`config.mk`:
```
export PLATFORM = sky130hd
export DESIGN_NAME = wifi_tx_puncture_sched_flat
export DESIGN_NICKNAME = d
export VERILOG_FILES = /design/src/rtl/wifi_tx_puncture_sched_if.sv /design/src/rtl/wifi_tx_puncture_sched.sv /design/src/flat_wrapper.sv
export SDC_FILE = /design/constraint.sdc
export NUM_CORES = 1
export LEC_CHECK = 0
export BUFFER_PORTS_ARGS = -buffer_cell sky130_fd_sc_hd__buf_4
export CAP_MARGIN = 20
export CORE_ASPECT_RATIO = 1.4
export CORE_MARGIN = 4
export CORE_UTILIZATION = 48
export CTS_CLUSTER_DIAMETER = 60
export DETAILED_ROUTE_END_ITERATION = 6
export PLACE_DENSITY = 0.75
export SYNTH_ARGS = -nofsm -noshare
export SYNTH_HDL_FRONTEND = slang
export SYNTH_SLANG_ARGS = --single-unit
```
`constraint.sdc`:
```
create_clock -name clk -period 6 [get_ports clk]
set_input_delay 0.9 -clock clk [delete_from_list [all_inputs] [get_ports clk]]
set_output_delay 0.9 -clock clk [all_outputs]
set_load 0.01 [all_outputs]
```
`src/rtl/wifi_tx_puncture_sched_if.sv`:
```
// Handshake bundle between the puncture scheduler, its buffer FIFO and the
// downstream bit consumer. The slave modport is the scheduler's view.
interface wifi_tx_puncture_sched_if #(
  parameter int unsigned CNT_W = 12
);
  // Control and FIFO/downstream status into the scheduler
  logic             start;
  logic             abort;
  logic [1:0]       rate;
  logic [CNT_W-1:0] n_bits;
  logic             fifo_valid;
  logic             fifo_finished;
  logic             down_ready;

  // Scheduler outputs
  logic             fifo_re;
  logic             keep;
  logic             out_valid;
  logic             sym_end;
  logic             busy;
  logic             done;
  logic             short_sym;
  logic             rate_err;

  modport slave (
    input  start, abort, rate, n_bits, fifo_valid, fifo_finished, down_ready,
    output fifo_re, keep, out_valid, sym_end, busy, done, short_sym, rate_err
  );

  modport master (
    output start, abort, rate, n_bits, fifo_valid, fifo_finished, down_ready,
    input  fifo_re, keep, out_valid, sym_end, busy, done, short_sym, rate_err
  );
endinterface

```
`src/rtl/wifi_tx_puncture_sched.sv`:
```
// 802.11a-style transmit puncture scheduler. Reads n_bits mother-code bits
// from a 1-cycle-latency buffer FIFO, marks each returned beat keep/drop
// according to the latched code rate, and counts kept bits into OFDM symbols
// of N_CBPS bits, flagging symbol boundaries and a partial final symbol.
module wifi_tx_puncture_sched #(
  parameter int unsigned N_CBPS = 48,
  parameter int unsigned CNT_W  = 12
) (
  input logic                     clk,
  input logic                     reset,  // asynchronous, active low
  wifi_tx_puncture_sched_if.slave bus
);

  localparam int unsigned SymW = (N_CBPS > 1) ? $clog2(N_CBPS) : 1;

  typedef enum logic [1:0] {StIdle, StRun, StDrain, StFin} state_e;

  state_e           state_q, state_d;
  logic [1:0]       rate_q, rate_d;
  logic [CNT_W-1:0] n_bits_q, n_bits_d;
  logic [CNT_W-1:0] rd_cnt_q, rd_cnt_d;
  logic [2:0]       pidx_q, pidx_d;
  // Kept-bit count modulo N_CBPS; only its position inside the symbol matters.
  logic [SymW-1:0]  sym_cnt_q, sym_cnt_d;
  logic             rate_err_q, rate_err_d;

  logic             beat_live;
  logic             pat_bit;
  logic [2:0]       period;
  logic             sym_wrap;
  logic             rd_en;
  logic [CNT_W-1:0] rd_next;

  // Puncture pattern lookup for the latched rate
  always_comb begin
    pat_bit = 1'b1;
    period  = 3'd1;
    case (rate_q)
      2'b01: begin
        period  = 3'd4;
        pat_bit = (pidx_q != 3'd3);
      end
      2'b10: begin
        // A1 B1 A2 B2 A3 B3 with B2 and A3 stolen
        period  = 3'd6;
        pat_bit = !((pidx_q == 3'd3) || (pidx_q == 3'd4));
      end
      default: ;
    endcase
  end

  // Read enable, beat qualification and all block outputs
  always_comb begin
    rd_en     = (state_q == StRun) && bus.down_ready && (rd_cnt_q < n_bits_q) && !bus.abort;
    rd_next   = rd_cnt_q + {{(CNT_W-1){1'b0}}, rd_en};
    // Only beats belonging to the active frame count; a beat landing in IDLE is ignored.
    beat_live = bus.fifo_valid && ((state_q == StRun) || (state_q == StDrain));
    sym_wrap  = (sym_cnt_q == SymW'(N_CBPS - 1));

    bus.fifo_re   = rd_en;
    bus.keep      = beat_live && pat_bit;
    bus.out_valid = beat_live && pat_bit;
    bus.sym_end   = beat_live && pat_bit && sym_wrap;
    bus.busy      = (state_q != StIdle);
    bus.done      = (state_q == StFin);
    bus.short_sym = (state_q == StFin) && (sym_cnt_q != '0);
    bus.rate_err  = rate_err_q;
  end

  // Next-state: FSM, counters and pattern index
  always_comb begin
    state_d    = state_q;
    rate_d     = rate_q;
    n_bits_d   = n_bits_q;
    rd_cnt_d   = rd_cnt_q;
    pidx_d     = pidx_q;
    sym_cnt_d  = sym_cnt_q;
    rate_err_d = 1'b0;

    // Pattern and kept counters advance only on live beats, so stalls hold them.
    if (beat_live) begin
      pidx_d = (pidx_q == period - 3'd1) ? 3'd0 : pidx_q + 3'd1;
      if (pat_bit) begin
        sym_cnt_d = sym_wrap ? '0 : sym_cnt_q + SymW'(1);
      end
    end

    case (state_q)
      StIdle: begin
        if (bus.start) begin
          if (bus.rate == 2'b11) begin
            rate_err_d = 1'b1;
          end else begin
            rate_d    = bus.rate;
            n_bits_d  = bus.n_bits;
            rd_cnt_d  = '0;
            pidx_d    = '0;
            sym_cnt_d = '0;
            state_d   = StRun;
          end
        end
      end
      StRun: begin
        rd_cnt_d = rd_next;
        // Covers the last read, an exhausted FIFO, and n_bits == 0 in one test.
        if ((rd_next == n_bits_q) || bus.fifo_finished) begin
          state_d = StDrain;
        end
      end
      StDrain: state_d = StFin;
      StFin:   state_d = StIdle;
      default: state_d = StIdle;
    endcase

    if (bus.abort && (state_q != StIdle)) begin
      state_d   = StIdle;
      rd_cnt_d  = '0;
      pidx_d    = '0;
      sym_cnt_d = '0;
    end
  end

  // State registers
  always_ff @(posedge clk or negedge reset) begin
    if (!reset) begin
      state_q    <= StIdle;
      rate_q     <= 2'b00;
      n_bits_q   <= '0;
      rd_cnt_q   <= '0;
      pidx_q     <= '0;
      sym_cnt_q  <= '0;
      rate_err_q <= 1'b0;
    end else begin
      state_q    <= state_d;
      rate_q     <= rate_d;
      n_bits_q   <= n_bits_d;
      rd_cnt_q   <= rd_cnt_d;
      pidx_q     <= pidx_d;
      sym_cnt_q  <= sym_cnt_d;
      rate_err_q <= rate_err_d;
    end
  end

endmodule

```
`src/flat_wrapper.sv`:
```
// flat-port wrapper written by rule: the top's interface ports become plain ports
module wifi_tx_puncture_sched_flat 
#(
  parameter int unsigned N_CBPS = 48,
  parameter int unsigned CNT_W  = 12
)
  (clk, reset, bus_start, bus_abort, bus_rate, bus_n_bits, bus_fifo_valid, bus_fifo_finished, bus_down_ready, bus_fifo_re, bus_keep, bus_out_valid, bus_sym_end, bus_busy, bus_done, bus_short_sym, bus_rate_err);
  wifi_tx_puncture_sched_if #(.CNT_W(CNT_W)) bus_i ();
  input logic clk;
  input logic reset;
  input wire logic [$bits(bus_i.start)-1:0] bus_start;
  input wire logic [$bits(bus_i.abort)-1:0] bus_abort;
  input wire logic [$bits(bus_i.rate)-1:0] bus_rate;
  input wire logic [$bits(bus_i.n_bits)-1:0] bus_n_bits;
  input wire logic [$bits(bus_i.fifo_valid)-1:0] bus_fifo_valid;
  input wire logic [$bits(bus_i.fifo_finished)-1:0] bus_fifo_finished;
  input wire logic [$bits(bus_i.down_ready)-1:0] bus_down_ready;
  output wire logic [$bits(bus_i.fifo_re)-1:0] bus_fifo_re;
  output wire logic [$bits(bus_i.keep)-1:0] bus_keep;
  output wire logic [$bits(bus_i.out_valid)-1:0] bus_out_valid;
  output wire logic [$bits(bus_i.sym_end)-1:0] bus_sym_end;
  output wire logic [$bits(bus_i.busy)-1:0] bus_busy;
  output wire logic [$bits(bus_i.done)-1:0] bus_done;
  output wire logic [$bits(bus_i.short_sym)-1:0] bus_short_sym;
  output wire logic [$bits(bus_i.rate_err)-1:0] bus_rate_err;
  assign bus_i.start = bus_start;
  assign bus_i.abort = bus_abort;
  assign bus_i.rate = bus_rate;
  assign bus_i.n_bits = bus_n_bits;
  assign bus_i.fifo_valid = bus_fifo_valid;
  assign bus_i.fifo_finished = bus_fifo_finished;
  assign bus_i.down_ready = bus_down_ready;
  assign bus_fifo_re = bus_i.fifo_re;
  assign bus_keep = bus_i.keep;
  assign bus_out_valid = bus_i.out_valid;
  assign bus_sym_end = bus_i.sym_end;
  assign bus_busy = bus_i.busy;
  assign bus_done = bus_i.done;
  assign bus_short_sym = bus_i.short_sym;
  assign bus_rate_err = bus_i.rate_err;
  wifi_tx_puncture_sched #(.N_CBPS(N_CBPS), .CNT_W(CNT_W)) u_core (.clk(clk), .reset(reset), .bus(bus_i));
endmodule
```
Yosys cells after proc, flatten, opt, wreduce, memory -nomap -nowiden
Cells that the tools add are included.
{"block": "op_classes", "magnitude_cmp": 1, "bitwise_logic": 1, "n_eq_ne": 15, "muxes": 27, "addsub": 4, "reduce_logical": 20}
{"cell": "$mux W6", "n": 7}
{"cell": "$mux W12", "n": 3}
{"cell": "$pmux W12 S2", "n": 1}
{"cell": "$mux W3", "n": 6}
{"cell": "$add A12 B1 Y12", "n": 1}
{"cell": "$eq A12 B12 Y1", "n": 1}
{"cell": "$lt A12 B12 Y1", "n": 1}
{"cell": "$reduce_and A3 Y1", "n": 3}
{"cell": "$eq A2 B2 Y1 const B", "n": 4}
{"cell": "$logic_and A1 B1 Y1", "n": 8}
{"cell": "$mux W2", "n": 4}
{"cell": "$pmux W2 S4", "n": 1}
{"cell": "$add A6 B1 Y6 const B", "n": 1}
{"cell": "$eq A6 B6 Y1 const B", "n": 1}
{"cell": "$ne A3 B2 Y1 const B", "n": 2}
{"cell": "$ne A3 B3 Y1 const B", "n": 2}
{"cell": "$pmux W3 S2", "n": 1}
{"cell": "$reduce_bool A6 Y1", "n": 1}
{"cell": "$eq A2 B1 Y1 const B", "n": 2}
{"cell": "$add A3 B1 Y3 const B", "n": 1}
{"cell": "$eq A3 B2 Y1 const B", "n": 1}
{"cell": "$eq A3 B3 Y1", "n": 1}
{"cell": "$eq A3 B3 Y1 const B", "n": 1}
{"cell": "$logic_or A1 B1 Y1", "n": 3}
{"cell": "8 further kinds", "n": 11}
{"block": "word_totals", "ff_bits": 38, "output_inout_bits": 8, "wordCells": 75, "inputBits": 21}

Logic depth before layout (Yosys ltp)
Gate-level depths: netlist (run 1).
{"block": "depth", "depth_word": 10, "ltp_mapped": 16, "depth_no_buf": 16}

Worst setup path before layout (run 1)
No wires, ideal clock.
{"block": "synth_timing", "kind": "reg-to-reg", "start": "register u_core.rd_cnt_q[6]", "end": "register u_core.state_q[0]", "setup_ns": 0.126, "arrival_time_ns": 4.115, "stages_incl_launch_ff": 16, "period_less_slack_ns": 4.241, "path_buffers": 0, "setup_slack_ns": 1.759, "required_time_ns": 5.874, "cell_sequence": "dfrtp_1 ha_1 a21o_1 a21o_1 a21o_1 a2111oi_0 o21ai_0 o211ai_1 ha_1 ha_1 inv_1 or4_4 xnor2_1 or4_1 a2bb2oi_2 mux2i_1"}
{"block": "synth_between", "elab_chain_cells": 8}
{"element": "start: declaration", "line_no": "wifi_tx_puncture_sched.sv:21", "text": "logic [CNT_W-1:0] rd_cnt_q, rd_cnt_d;"}
{"element": "start signal: assignment", "line_no": "wifi_tx_puncture_sched.sv:137", "text": "rd_cnt_q <= rd_cnt_d;"}
{"element": "$lt A12 B12 Y1", "line_no": "wifi_tx_puncture_sched.sv:54", "text": "rd_en = (state_q == StRun) && bus.down_ready && (rd_cnt_q < n_bits_q) && !bus.abort;"}
{"element": "$logic_and A1 B1 Y1 (2 in a row)", "line_no": "wifi_tx_puncture_sched.sv:54"}
{"element": "via bus_fifo_re", "line_no": "flat_wrapper.sv:18", "text": "output wire logic [$bits(bus_i.fifo_re)-1:0] bus_fifo_re;"}
{"element": "$add A12 B1 Y12", "line_no": "wifi_tx_puncture_sched.sv:55", "text": "rd_next = rd_cnt_q + {{(CNT_W-1){1'b0}}, rd_en};"}
{"element": "$eq A12 B12 Y1", "line_no": "wifi_tx_puncture_sched.sv:106", "text": "if ((rd_next == n_bits_q) || bus.fifo_finished) begin"}
{"element": "$logic_or A1 B1 Y1", "line_no": "wifi_tx_puncture_sched.sv:106"}
{"element": "$ne A3 B3 Y1 (no line)"}
{"element": "$reduce_and A3 Y1 (no line)"}
{"element": "end signal: assignment", "line_no": "wifi_tx_puncture_sched.sv:126", "text": "state_q <= StIdle;"}
{"element": "end signal: assignment", "line_no": "wifi_tx_puncture_sched.sv:134", "text": "state_q <= state_d;"}
{"element": "end: declaration", "line_no": "wifi_tx_puncture_sched.sv:18", "text": "state_e state_q, state_d;"}
The timed path passes the listed nets, and every way through them passes these cells.
A chain may end at the register's enable or synchronous reset.

Worst setup path in the final report (run 1)
{"block": "layout_timing", "start": "register u_core.rd_cnt_q[6]", "end": "register u_core.state_q[0]"}
{"block": "layout_between", "elab_chain_cells": 8}
{"element": "$lt A12 B12 Y1", "line_no": "wifi_tx_puncture_sched.sv:54"}
{"element": "$logic_and A1 B1 Y1 (2 in a row)", "line_no": "wifi_tx_puncture_sched.sv:54"}
{"element": "$add A12 B1 Y12 (*)", "line_no": "wifi_tx_puncture_sched.sv:55"}
{"element": "$eq A12 B12 Y1 (*)", "line_no": "wifi_tx_puncture_sched.sv:106"}
{"element": "$logic_or A1 B1 Y1 (*)", "line_no": "wifi_tx_puncture_sched.sv:106"}
{"element": "$ne A3 B3 Y1 (no line) (*)"}
{"element": "$reduce_and A3 Y1 (no line) (*)"}
Mark *: on every way between the ends. The rest lies on a longest branch, timed or not.

==> results_dict.tcl, run 1 <==
set metrics [dict create \
    synth_compound_area_share_pct 14.5 \
    status "complete, no violations" \
    synth_fa_ha_area_share_pct 12.6 \
    max_cap_viol_count 0 \
    grt_pass1_wl_um 9560 \
    max_freq_ghz 0.220 \
    crit_fanout 7 \
    maxSlewViolCount 0 \
    power_frac_seq_pct 33.5 \
    post_drt_wl_per_cell_um 14.4 \
    drc_errors 0 \
    max_slew_margin_pct 39.0 \
    cts_tree "built" \
    synthXorXnorAreaFrac_pct 7.50 \
    grt_util_all_layers_pct 17.2 \
    ant_nets 0 \
    num_vias 2133 \
    synth_area_sq_um 2690 \
    grt_setup_unrepaired "no" \
    die_h_um 96.5 \
    period_needed_ps 4540 \
    core_sq_um 5490 \
    drt-initial-drc-count 143 \
    avgSynthCellArea_sq_um 9.26 \
    power.switching_mw 0.475 \
    cp-start-kind "flip-flop" \
    layout_common_cells "38 x dfrtp_1, 30 x inv_1, 28 x buf_4" \
    power_frac_comb_pct 47.3 \
    crit_required_ps 6200 \
    diodes 0 \
    antenna_found_initial 0 \
    area_growth_syn_to_layout_pct 12.3 \
    fin_crit_sh_pct 75.6 \
    cp-startpoint "u_core.rd_cnt_q[6]" \
    overflow 0 \
    power_density_nw_per_um2 387 \
    cp-end-kind "flip-flop" \
    die_x_um 71.2 \
    ctsRootBufferMaster "clkbuf_8" \
    peakVddDrop_mv 0.264 \
    cts_sinks 38 \
    io_pins 29 \
    cts_made_buffers 5 \
    htree_num_levels 2 \
    final_util_pct 55.0 \
    switching_share_pct 40.7 \
    drt_wl_total_um 5540 \
    start_util_pct 49.0 \
    synth_cell_type_count 47 \
    p_total_mw 1.17 \
    holdBufCountCts 0 \
    mostFrequentLayoutCell "dfrtp_1" \
    clk_path_buf_depth 2 \
    worstMarginPinSlew_ps 908 \
    synth_cells 290 \
    synth_top_family_by_area "simple AND/OR/NAND/NOR gates" \
    grt_pass1_vias 2082 \
    clkLatencyLatePin_ps 290 \
    rows 32 \
    critical_path_arrival_ps 4740 \
    drive_gt1_share_pct 17.1 \
    yosysSeqAreaShare_pct 35.4 \
    setup-tns-final_ps 0 \
    path_class "flip-flop to flip-flop" \
    post-dp-hpwl_um 4190 \
    yosys.area_share.simple_pct 16.4 \
    viasPerCell 5.55 \
    setup_viol_count_final 0 \
    die_area_sq_um 6870 \
    cts_setup_buffers 0 \
    ys_seq_elements 38 \
    fin_worst_skew_ps 6.26 \
    clk_pin_slew_ps 90 \
    hold_violations 0 \
    nets 363 \
    dr.pass1.iters 4 \
    dpl_worst_slack_ps 1540 \
    holdCritStartpoint "u_core.rd_cnt_q[0]" \
    synth.net_count 338 \
    internal-power_mw 0.692 \
    worst_slack_ps 1460 \
    holdCritPathClass "flip-flop to flip-flop" \
    ys_warn_count 0 \
    synthMuxAreaShare_pct 6.52 \
    routabilityCongestion 0.905 \
    r2r-start "u_core.rd_cnt_q[6]" \
    cts-resized-gates 0 \
    portBuffers 28 \
    power_frac_clock_pct 19.2 \
    p_leak_nw 1.43 \
    grt_max_degree 39 \
]
## Yosys cell counts (all sizes together)
master	n	area [sq um]
a2111oi	1	8.76
a211oi	2	15.0
a21boi	1	7.51
a21o	5	37.5
a21oi	10	50.1
a221oi	1	8.76
a2bb2oi	1	15.0
a31o	1	8.76
a31oi	2	12.5
a32oi	1	8.76
and3	2	12.5
and4	2	20.0
buf	6	53.8
clkbuf	4	25.0
dfrtp	38	951
ha	27	338
inv	30	113
mux2	12	135
mux2i	4	40.0
nand2	21	78.8
nand2b	3	18.8
nand3	10	50.1
nand3b	2	15.0
nand4	9	56.3
nor2	23	88.8
nor2b	3	18.8
nor3	7	35.0
nor3b	1	7.51
o211ai	1	7.51
o21a	2	15.0
o21ai	18	90.1
o221ai	3	26.3
o22ai	1	6.26
o311ai	1	8.76
o31ai	6	45.0
o41ai	2	17.5
or3b	1	8.76
or4	2	18.8
or4b	1	10.0
xnor2	11	96.3
xor2	12	105
## cells by family after synthesis
| kind of cell | Yosys count |
|---|---|
| mux | 16 |
| buf+inv | 40 |
| fa+ha+maj | 27 |
| compound gates | 59 |
| xor+xnor | 23 |
| flops | 38 |
| simple gates | 87 |
## layout make-up
cell class | instances | area [sq um]
multi-input combinational | 212 | 1540
inverter | 30 | 113
sequential | 38 | 951
fill | 507 | 2470
timing repair buffer | 28 | 210
clock inverter | 3 | 45.0
tap | 68 | 85.1
clock buffer | 5 | 68.8
## final timing paths
path	endpoint	slack, ps	depth (start not counted)
setup / recovery	u_core.state_q[0]	1460	15
hold / removal	u_core.rd_cnt_q[0]	530	2
setup reg to reg	u_core.state_q[0]	1460	15
hold reg to reg	u_core.rd_cnt_q[0]	530	2
max in group asynchronous	u_core.n_bits_q[0]	5080	1
min in group asynchronous	u_core.n_bits_q[9]	570	1
## through the flow
step	cell area (sq um)	cells	hold slack (ps)
4_1_cts	3020	384	537
3_5_place_dp	2900	376	515
3_3_place_gp	2900	376	520
2_1_floorplan	2690	290	467
6_report	3020	384	532
5_1_grt	3020	384	556
## power by group through the flow
stage / Sequential (mW) / Combinational, mW / Clock, mW
2_1_floorplan: 0.377 / 0.426 / 0
3_3_place_gp: 0.395 / 0.543 / 0
3_5_place_dp: 0.397 / 0.553 / 0
4_1_cts: 0.392 / 0.557 / 0.227
5_1_grt: 0.400 / 0.634 / 0.237
6_report: 0.391 / 0.552 / 0.224
## critical path, stage by stage, from the launching register on
cell and delay, ps:
dfrtp_1 470, ha_1 340, a21o_1 180, a21o_1 160, a21o_1 160, a2111oi_0 470
o21ai_0 160, o211ai_1 270, ha_1 270, ha_1 260, inv_1 80, or4_4 550
xnor2_1 140, or4_1 540, a2bb2oi_2 200, mux2i_1 200
## per-layer routing
| metal | vias to the layer above | routed length (um) | GRT usage (%) | share of wire (%) |
|---|---|---|---|---|
| li1 | 1068 | - | - | - |
| met1 | 1033 | 2420 | 21.5 | 44 |
| met2 | 28 | 2940 | 31.4 | 53 |
| met3 | 4 | 138 | 2.07 | 2.5 |
| met4 | 0 | 43 | 4.39 | 0.78 |
| met5 | - | 0 | 0 | 0 |
## sequential cells by signal, summed over array words and instances, names as in the netlist
name and cells:
u_core.n_bits_q 12, u_core.pidx_q 3, u_core.state_q 2, u_core.rate_q 2, u_core.rd_cnt_q 12, u_core.bus.rate_err 1, u_core.sym_cnt_q 6
(Power assumes the default switching activity.)
==> run 2: changes to the inputs <==
--- a/config.mk
+++ b/config.mk
@@ -5,6 +5,7 @@
 export SDC_FILE = /design/constraint.sdc
 export NUM_CORES = 1
 export LEC_CHECK = 0
+export ABC_AREA = 1
 export BUFFER_PORTS_ARGS = -buffer_cell sky130_fd_sc_hd__buf_4
 export CAP_MARGIN = 20
 export CORE_ASPECT_RATIO = 1.4
==> constraint.sdc (replaced) <==
create_clock -name clk -period 4.2 [get_ports clk]
set_input_delay 0.63 -clock clk [delete_from_list [all_inputs] [get_ports clk]]
set_output_delay 0.63 -clock clk [all_outputs]
set_load 0.01 [all_outputs]
==> run 2 against run 1 <==
- utilization increased by 2.3 points
- cell count up 19%
- critical path depth increased by 7
- final area decreased by 0.62%
- first-iteration DRC count fell by 6.3%
- synthesized cell count grew 23%
- combinational power is 25% higher
- wire length grew 5.1%
- register-to-register slack got worse by 460 ps
- power grew 26%
- critical path type unchanged
- flip-flop and latch count unchanged
==> results_dict.tcl, run 2 <==
set metrics [dict create \
    dr.pass1.iters 4 \
    setup-tns-final_ps 0 \
    drt-initial-drc-count 134 \
    path_class "flip-flop to flip-flop" \
    grt_setup_unrepaired "no" \
    yosys-top-cells-count "98 x nand2_1, 56 x inv_1, 38 x dfrtp_1" \
    yosysSeqAreaShare_pct 36.2 \
    drc_errors 0 \
    ctsRootBufferMaster "clkbuf_8" \
    start_util_pct 50.2 \
    cts_made_buffers 5 \
    grt_pass1_vias 2322 \
    max_freq_ghz 0.313 \
    fin_crit_sh_pct 76.1 \
    grt_util_all_layers_pct 18.4 \
    synth_top_area_share_pct 36.2 \
    clk_path_buf_depth 2 \
    fin_worst_skew_ps 10.8 \
    max_cap_viol_count 0 \
    post_drt_wl_per_cell_um 12.8 \
    grt_max_degree 39 \
    rrSetupSlack_ps 1000 \
    setup_viol_count_final 0 \
    viasPerCell 5.14 \
    synth_cells 358 \
    synth_most_common_cell "nand2_1" \
    n_fill_cell 529 \
    power_density_nw_per_um2 492 \
    worstMarginPinSlew_ps 939 \
    mostFrequentLayoutCell "nand2_1" \
    overflow 0 \
    avgSynthCellArea_sq_um 7.34 \
    num_vias 2345 \
    hold_violations 0 \
    diodes 0 \
    drt_wl_total_um 5830 \
    worst_r2r_path_depth 22 \
    rows 31 \
    antenna_found_initial 0 \
    clkLatencyLatePin_ps 300 \
    peakVddDrop_mv 0.305 \
    status "complete, no violations" \
    die_h_um 95.5 \
    grt_pass1_wl_um 9920 \
    die_area_sq_um 6740 \
    cp-start-kind "flip-flop" \
    yosys.area.top_type "dfrtp_1" \
    async_flop_share_pct 100 \
    htree_num_levels 2 \
    holdBufCountCts 0 \
    routabilityCongestion 0.864 \
    cts_setup_buffers 0 \
    io_pins 29 \
    period_needed_ps 3200 \
    maxSlewViolCount 0 \
    holdCritPathClass "input port to asynchronous set/reset pin" \
    max_slew_margin_pct 37.2 \
    drive_gt1_share_pct 12.6 \
    fin_hold_ws_ps 291 \
    cts_sinks 38 \
    p_leak_nw 1.49 \
    synth_area_sq_um 2630 \
    synth.net_count 406 \
    synth_edf_count 0 \
    ant_nets 0 \
    synth_ff_type "dfrtp_1" \
    core_sq_um 5240 \
    die_x_um 70.5 \
    ys_seq_elements 38 \
    nets 437 \
    layout_common_cells "98 x nand2_1, 56 x inv_1, 38 x dfrtp_1" \
    portBuffers 28 \
    largestRegisters "u_core.n_bits_q (12), u_core.rd_cnt_q (12), u_core.sym_cnt_q (6)" \
    area_growth_syn_to_layout_pct 14.1 \
    cts-resized-gates 0 \
    cts_tree "built" \
    crit_required_ps 4380 \
    synth_cell_type_count 28 \
    post-dp-hpwl_um 4420 \
    ys_warn_count 0 \
    critical_path_arrival_ps 3380 \
    cp-end-kind "flip-flop" \
    synth_area_leaders "dfrtp_1 36%, nand2_1 14%, ha_1 13%" \
    clk_pin_slew_ps 80 \
    crit_fanout 5 \
]
[run 2: changes by cell type after synthesis, moves of 6 or more]
| cell | before | now |
|---|---|---|
| inv_1 | 30 | 56 |
| mux2_2 | 12 | 1 |
| nand2_1 | 21 | 98 |
| nand3_1 | 10 | 28 |
| nor2_1 | 22 | 30 |
| o22ai_1 | 1 | 12 |
| o31ai_1 | 6 | 0 |
| xnor2_1 | 11 | 2 |
| xor2_1 | 12 | 3 |
[run 2: cell families after synthesis]
family | after synthesis | share of synthesized area (%)
xor+xnor | 5 | 1.67
buf+inv | 61 | 8.91
fa+ha+maj | 27 | 12.9
simple gates | 174 | 28.4
mux | 1 | 0.429
compound gates | 52 | 11.5
flops | 38 | 36.2
[run 2: final timing paths]
path | startpoint | endpoint
min in group clk | bus_n_bits[6] | u_core.n_bits_q[6]
min | reset | u_core.rd_cnt_q[5]
max reg2reg | u_core.rd_cnt_q[1] | u_core.state_q[1]
min reg2reg | u_core.state_q[1] | u_core.state_q[1]
max in group asynchronous | reset | u_core.sym_cnt_q[5]
max | u_core.rd_cnt_q[1] | u_core.state_q[1]
[run 2: where the power goes]
group / leakage (nW) / switching, mW / total (mW) / internal, mW
clock: 0.0482 / 0.135 / 0.267 / 0.133
sequential: 0.501 / 0.0607 / 0.517 / 0.456
combinational: 0.942 / 0.429 / 0.690 / 0.261
total: 1.49 / 0.625 / 1.47 / 0.850
[run 2: critical path, cell delays in order (launching register included)]
cell and delay, ps:
dfrtp_1 430, ha_1 300, a21boi_0 120, o211ai_1 160
nand2_1 90, a21oi_1 120, o21ai_0 90, a21oi_1 200
ha_1 270, ha_1 200, nand3_1 130, nor2_4 160
nand2_1 90, nand3_1 90, nand2_1 50, nor2_1 130
nand2_1 60, nor2_1 100, nand2_1 70, nand2_2 80
nand2_2 50, nand2_1 50, nand2_1 50
[run 2: layout make-up]
type | count | area, sq um | share of cell area (%)
Multi-Input combinational cell | 259 | 1440 | 48.2
Sequential cell | 38 | 951 | 31.7
Timing Repair Buffer | 29 | 218 | 7.27
Inverter | 56 | 210 | 7.01
Clock buffer | 7 | 86.3 | 2.88
Tap cell | 66 | 82.6 | 2.76
Clock inverter | 1 | 5.00 | 0.167
[run 2: through the flow]
stage	instances	worst slack, ps	total power [mW]	util, %	area [sq um]
after floorplan	358	1300	1.02	-	2630
after global placement	448	1150	1.20	55.5	2910
after detailed placement	448	1030	1.22	55.5	2910
after CTS	456	1000	1.49	57.2	3000
after global routing	456	528	1.62	57.2	3000
final	456	1000	1.47	57.2	3000
[run 2: routing by layer]
layer,wire (um),track usage [%],share of wire [%],vias up
li1,-,-,-,1210
met2,3160,35.5,54,30
met5,0,0,0,-
met1,2380,20.2,41,1097
met4,71,5.27,1.2,0
met3,213,3.59,3.7,8
